[src/rtl/count_chk_pkg.sv]
`default_nettype none
// ============================================================================
//  Module      : count_chk_pkg
//  Description : Shared types and constants for the count sequence checker.
//                Holds the checker state, the per-sample step class and the
//                candidate counting direction.
//  Revision    : 1.0  initial release
// ============================================================================
package count_chk_pkg;

    // Width of the consecutive-step run counter; covers LOCK_LEN up to 15.
    localparam int unsigned c_run_w = 4;

    typedef enum logic [1:0] {
        IDLE      = 2'd0,
        ACQUIRE   = 2'd1,
        LOCK_UP   = 2'd2,
        LOCK_DOWN = 2'd3
    } state_t;

    typedef enum logic [1:0] {
        STEP_HOLD = 2'd0,
        STEP_UP   = 2'd1,
        STEP_DOWN = 2'd2,
        STEP_BAD  = 2'd3
    } step_t;

    typedef enum logic [1:0] {
        DIR_NONE = 2'd0,
        DIR_UP   = 2'd1,
        DIR_DOWN = 2'd2
    } dir_t;

endpackage : count_chk_pkg
`default_nettype wire

[src/rtl/count_step_classify.sv]
`default_nettype none
// ============================================================================
//  Module      : count_step_classify
//  Description : Combinational classifier for one sample-to-sample step of
//                an observed counter. delta = (i_count - i_prev) mod 2^WIDTH.
//  Ports       : i_prev   - previously sampled count
//                i_count  - newly sampled count
//                o_step   - HOLD / UP / DOWN / BAD
//                o_wrap   - step crosses the max<->0 boundary in its direction
//  Revision    : 1.0  initial release
// ============================================================================
module count_step_classify
    import count_chk_pkg::*;
#(
    parameter int WIDTH = 4
) (
    input  logic [WIDTH-1:0] i_prev,
    input  logic [WIDTH-1:0] i_count,
    output step_t            o_step,
    output logic             o_wrap
);

    logic [WIDTH-1:0] w_delta;

    always_comb begin
        w_delta = i_count - i_prev;
        o_step  = STEP_BAD;
        o_wrap  = 1'b0;
        if (w_delta == '0) begin
            o_step = STEP_HOLD;
        end else if (w_delta == WIDTH'(1)) begin
            // Up step landing on zero means prev was max.
            o_step = STEP_UP;
            o_wrap = (i_count == '0);
        end else if (w_delta == '1) begin
            // Down step landing on max means prev was zero.
            o_step = STEP_DOWN;
            o_wrap = (i_count == '1);
        end
    end

endmodule : count_step_classify
`default_nettype wire

[config.mk]
export PLATFORM = sky130hd
export DESIGN_NAME = count_step_classify
export DESIGN_NICKNAME = d
export VERILOG_FILES = /design/src/rtl/count_chk_pkg.sv /design/src/rtl/count_step_classify.sv
export SDC_FILE = /design/constraint.sdc
export NUM_CORES = 1
export LEC_CHECK = 0
export ABC_AREA = 0
export CORE_AREA = 5 5 42 44
export DETAILED_ROUTE_END_ITERATION = 8
export DIE_AREA = 0 0 47 49
export SYNTH_ARGS = -nofsm -noshare
export SYNTH_HDL_FRONTEND = slang
export SYNTH_SLANG_ARGS = --single-unit
[constraint.sdc]
create_clock -name vclk -period 4.6
set_input_delay 0.69 -clock vclk [all_inputs]
set_output_delay 0.69 -clock vclk [all_outputs]
set_load 0.1 [all_outputs]
==> key figures, run 1 <==
Run status
  • Status: finished clean

Timing
  • TNS Setup: 0 ps
  • Post-layout min period: 3410 ps
  • Period utilization: 74.2%
  • Max-slew violation count: 0
  • RSZ-0062 raised after global routing: false
  • Maximum clock frequency: 293 MHz
  • Worst-Margin Slew: 385 ps
  • Final hold violations: 0
  • Worst Setup Slack, final: 1190 ps
  • Worst slew margin: 74.2%
  • Final setup fails: 0

Global routing
  • Global-route usage over all layers: 3.16%
  • Global route total overflow: 0
  • First-pass GRT wire length: 593 um
  • Largest net degree at the start of global routing: 5
  • Initial antenna violation count: 0
  • Vias in the first global route: 164

Floorplan
  • Initial Util: 12.7%
  • Cell Rows: 14
  • Core area: 1400 um2
  • Die Footprint: 2300 um2
  • Die X: 47 um
  • Die height: 49 um
  • I/O pin count: 11

Critical path
  • Crit path launch type: input port
  • CP Capture Type: output pin
  • CP Max Fanout: 4
  • Critical Path AT: 2720 ps
  • Critical Path RT: 3910 ps
  • CP max stage delay: 470 ps
  • CP Class: in2out
  • Critical-path top delay cell: clkdlybuf4s50_1
  • Crit path cell chain: clkdlybuf4s50_1 -> inv_1 -> ha_1 -> fa_1 -> xor2_1 -> nor3_1 -> nand2_1 -> mux2i_1 -> buf_4

Route
  • Routed via count: 201
  • Post-Route WL: 400 um
  • WL/cell: 7.84 um
  • Initial DRC count: 0
  • ANT nets after route: 0
  • # DRC: 0
  • 1st-pass router iterations: 1
  • Via-to-Cell Ratio: 3.94

Power
  • Switching Share: 64.7%
  • Leak: 0.135 nW
  • PwrDens: 182 nW/um2
  • Part of the power in registers: 0%
  • Net Switching: 0.0354 mW
  • Gate power share: 100.0%
  • Internal Power: 0.0193 mW
  • Peak supply drop: 0.0510 mV
  • Clock power share: 0%

Finish
  • Non-filler cells, final: 51
  • Layout net count: 49
  • Layout cells sized above 1: 11.4%
  • Inserted Diodes: 0
  • Seq cells: 0
  • Post-layout util: 21.4%
  • CLK BUF: 0
  • Reg area: 0 um2
  • Synth-to-Final Area Change: 69.0%

Synth
  • Syn Nets: 36
  • Sequential area share after synthesis: 0%
  • Syn Std Cell Area: 178 um2
  • Syn. warnings: 0
  • Post-synthesis cell count: 24
  • Avg Cell Area, Syn: 7.40 um2
  • Distinct cells, synth: 14

Place
  • Dpl hpwl: 384 um
  • Routability cong.: 0.724
  • PortBufs: 11
  • DP Worst Slack: 1190 ps
  • Dpl cells: 51

Min path
  • Worst hold path endpoint: o_wrap
  • Worst Hold Class: in2out
  • Hold path start: i_count[0]
  • Hold path cells: 5

Flow run
  • Max-cap violations: 0

Clock network
  • CTS Hold Bufs: 0
  • Setup Buffers After CTS: 0
  • Number of cells upsized or downsized after cts: 0
## power groups by stage
| stage | clock network [mW] | logic [mW] | registers (mW) |
|---|---|---|---|
| 2_1_floorplan | 0 | 0.0401 | 0 |
| 3_5_place_dp | 0 | 0.0552 | 0 |
| 4_1_cts | 0 | 0.0553 | 0 |
| 5_1_grt | 0 | 0.0585 | 0 |
| 6_report | 0 | 0.0548 | 0 |
| 3_3_place_gp | 0 | 0.0549 | 0 |
## synth_stat cells, drive strengths merged
library cell	n	area (um2)
and3	1	6.26
nand2	3	11.3
mux2i	2	20.0
inv	4	15.0
xnor2	2	17.5
fa	1	20.0
nor3	2	10.0
o21ai	1	5.00
xor2	1	8.76
nand4	1	6.26
ha	3	37.5
nor4	1	6.26
nand3	1	5.00
a21oi	1	8.76
## how the worst max path moves through the flow
stage               slack (ps)       start  depth (start not counted)         to
detailed placement        1190  i_count[0]                          9     o_wrap
floorplan                  700  i_count[0]                          6  o_step[0]
CTS                       1180  i_count[0]                          9     o_wrap
finish                    1190  i_count[0]                          9     o_wrap
global route              1080  i_count[0]                          9     o_wrap
global placement          1200  i_count[0]                          9     o_wrap
## cell type report
| cell class | count | area, um2 |
|---|---|---|
| fill | 175 | 1100 |
| tap | 16 | 20.0 |
| timing repair buffer | 11 | 103 |
| multi-input combinational | 20 | 163 |
| inverter | 4 | 15.0 |
## cell families (layout without fill, tap and decap cells)
family	count (synthesis)	after routing	synth area share [%]
multiplexers	2	2	11.3
buffers and inverters	4	15	8.45
adder cells (fa/ha/maj)	4	4	32.4
AND/OR/NAND/NOR	9	9	25.4
XOR/XNOR	3	3	14.8
AO/OA/AOI/OAI	2	2	7.74
## cell usage in the layout, fill, tap and decap left out
cell type / instances
a21oi_2: 1
and3_1: 1
buf_4: 3
clkdlybuf4s50_1: 8
fa_1: 1
ha_1: 3
inv_1: 4
mux2i_1: 2
nand2_1: 3
nand3_1: 1
nand4_1: 1
nor3_1: 2
nor4_1: 1
o21ai_1: 1
xnor2_1: 2
xor2_1: 1
## metal layers
layer	GRT usage [%]	up-vias	part of all wire, %	wire length [um]
li1	-	105	-	-
met5	0	-	0	0
met4	0	0	0	0
met2	5.20	7	46	183
met1	4.37	89	38	153
met3	0.738	0	16	64
## critical path, delay by kind of cell
kind	cells	cell delay (ps)
buf+inv	3	840
fa+ha+maj	2	580
simple gates	2	280
xor+xnor	1	200
mux	1	130
## per-stage QoR
step	hold slack [ps]	power [mW]	cell area, um2
after floorplan	2100	0.0401	178
after global placement	2260	0.0549	300
after detailed placement	2270	0.0552	300
after CTS	2280	0.0553	300
after global routing	2320	0.0585	300
final	2280	0.0548	300
(Power assumes the default switching activity.)
==> run 2: changes to the inputs <==
==> constraint.sdc (replaced) <==
create_clock -name vclk -period 3.5
set_input_delay 0.525 -clock vclk [all_inputs]
set_output_delay 0.525 -clock vclk [all_outputs]
set_load 0.1 [all_outputs]
==> run 2 against run 1 <==
Net effect: final cell count did not move; non-clock buffer count did not move; first-iteration DRC count did not move; power rose by 51%; combinational power rose by 51%; core utilization rose by 2.7 points; setup slack got worse by 800 ps; critical path depth did not move; routed wire length fell by 3.3%; critical endpoint unchanged; largest cell class unchanged; highest routed layer unchanged.
==> key figures, run 2 (synthesized netlist as in run 1, its figures left out) <==
Power
  • Internal Power: 0.0346 mW (+79%)
  • Part of the power in registers: 0% (unchanged)
  • Peak supply drop: 0.0608 mV (+19%)
  • Clock power share: 0% (unchanged)
  • Net Switching: 0.0483 mW (+36%)
  • Leak: 0.150 nW (+11%)
  • Switching Share: 58.3% (-6.4 points)
  • Gate power share: 100.0% (about the same)
  • PwrDens: 245 nW/um2 (+34%)

Run status
  • Status: finished clean

Critical path
  • Critical Path RT: 2970 ps (-940 ps)
  • CP Capture Type: output pin
  • Critical path startpoint: i_count[0]
  • Critical Path AT: 2580 ps (-140 ps)
  • CP Max Fanout: 4 (unchanged)
  • CP Class: in2out
  • Crit path launch type: input port

Timing
  • Worst-Margin Slew: 358 ps (-27.0 ps)
  • Final setup fails: 0 (unchanged)
  • Final hold violations: 0 (unchanged)
  • Hold Slack: 1940 ps (-341 ps)
  • Max-slew violation count: 0 (unchanged)
  • Post-layout min period: 3110 ps
  • Period utilization: 88.8%
  • Maximum clock frequency: 322 MHz
  • Worst slew margin: 76.0% (+1.8 points)
  • RSZ-0062 raised after global routing: false

Finish
  • Commonest non-fill, non-tap cells in the layout: 8 x clkdlybuf4s50_1, 4 x inv_1, 3 x nand2_1, 3 x ha_1, 3 x buf_12
  • CLK BUF: 0 (unchanged)
  • Final Instance Area: 338 um2 (+13%)
  • Commonest non-fill, non-tap cell in the layout: clkdlybuf4s50_1
  • Fillers: 167 (-4.6%)
  • Seq cells: 0 (unchanged)
  • Inserted Diodes: 0 (unchanged)
  • Layout cells sized above 1: 11.4% (unchanged)
  • Reg area: 0 um2 (unchanged)
  • Layout net count: 49 (unchanged)
  • Synth-to-Final Area Change: 90.1%

Route
  • 1st-pass router iterations: 1 (unchanged)
  • ANT nets after route: 0 (unchanged)
  • WL/cell: 7.59 um (-3.3%)
  • Post-Route WL: 387 um (-3.3%)
  • Via-to-Cell Ratio: 3.84 (-2.5%)
  • Initial DRC count: 0 (unchanged)
  • Routed via count: 196 (-2.5%)
  • # DRC: 0 (unchanged)

Global routing
  • Initial antenna violation count: 0 (unchanged)
  • Largest net degree at the start of global routing: 5 (unchanged)
  • Global route total overflow: 0 (unchanged)
  • Global-route usage over all layers: 3.02% (-0.14 points)
  • Vias in the first global route: 167 (+1.8%)
  • First-pass GRT wire length: 579 um (-2.4%)

Clock network
  • CTS Hold Bufs: 0 (unchanged)
  • Setup Buffers After CTS: 0 (unchanged)
  • Number of cells upsized or downsized after cts: 0 (unchanged)

Min path
  • Worst hold path endpoint: o_wrap
  • Worst Hold Class: in2out
  • Hold path cells: 6 (+1)
  • Hold path start: i_count[0]

Place
  • Placed instance area: 338 um2 (+13%)
  • PortBufs: 11 (unchanged)
  • Dpl hpwl: 380 um (-1.0%)
  • Routability cong.: 0.749 (+3.4%)

Floorplan
  • Core area: 1400 um2 (unchanged)
  • Die Footprint: 2300 um2 (unchanged)
  • Die height: 49 um (unchanged)
  • I/O pin count: 11 (unchanged)
  • Die X: 47 um (unchanged)
  • Initial Util: 12.7% (unchanged)
  • Cell Rows: 14 (unchanged)

Flow run
  • Max-cap violations: 0 (unchanged)
[run 2: critical path, stage by stage]
cell             delay, ps
clkdlybuf4s50_1        470
inv_1                   60
ha_1                   210
fa_1                   380
xor2_1                 200
nor3_1                 200
nand2_1                 80
mux2i_1                240
buf_12                 210
[run 2: metrics by stage]
| step | TNS (ps) | power (mW) | cells | setup WS (ps) | utilization [%] |
|---|---|---|---|---|---|
| 5_1_grt | 0 | 0.0877 | 51 | 247 | 24.1 |
| 2_1_floorplan | -131 | 0.0527 | 24 | -68.6 | - |
| 3_3_place_gp | 0 | 0.0832 | 51 | 411 | 24.1 |
| 3_5_place_dp | 0 | 0.0834 | 51 | 377 | 24.1 |
| 6_report | 0 | 0.0828 | 51 | 392 | 24.1 |
| 4_1_cts | 0 | 0.0836 | 51 | 370 | 24.1 |
[run 2: how the worst max path moves through the flow]
stage	endpoint	slack (ps)	depth (start not counted)
6_report	o_wrap	390	9
5_1_grt	o_wrap	250	9
4_1_cts	o_wrap	370	9
3_5_place_dp	o_wrap	380	9
3_3_place_gp	o_wrap	410	9
2_1_floorplan	o_step[0]	-70	6
[run 2: layout make-up]
class                           count  area [um2]  share of cell area [%]
Inverter                            4        15.0                    4.44
Multi-Input combinational cell     20         163                    48.1
Tap cell                           16        20.0                    5.93
Timing Repair Buffer               11         140                    41.5
[run 2: power groups by stage]
stage	sequential (mW)	clock, mW	combinational (mW)
3_3_place_gp	0	0	0.0832
5_1_grt	0	0	0.0877
3_5_place_dp	0	0	0.0834
2_1_floorplan	0	0	0.0527
6_report	0	0	0.0828
4_1_cts	0	0	0.0836
[run 2: routing by layer]
layer	vias to the layer above	wire [um]	part of all wire [%]	GRT usage [%]
met2	7	178	46	5.20
met1	81	171	44	4.37
met3	0	37	9.6	0
li1	108	-	-	-
met5	-	0	0	0
met4	0	0	0	0
==> run 3: changes to the inputs <==
--- a/config.mk
+++ b/config.mk
@@ -5,7 +5,6 @@
 export SDC_FILE = /design/constraint.sdc
 export NUM_CORES = 1
 export LEC_CHECK = 0
-export ABC_AREA = 0
 export CORE_AREA = 5 5 42 44
 export DETAILED_ROUTE_END_ITERATION = 8
 export DIE_AREA = 0 0 47 49
==> results of run 3 <==
Same layout as run 2: the final DEF is identical, and so are final timing and power.
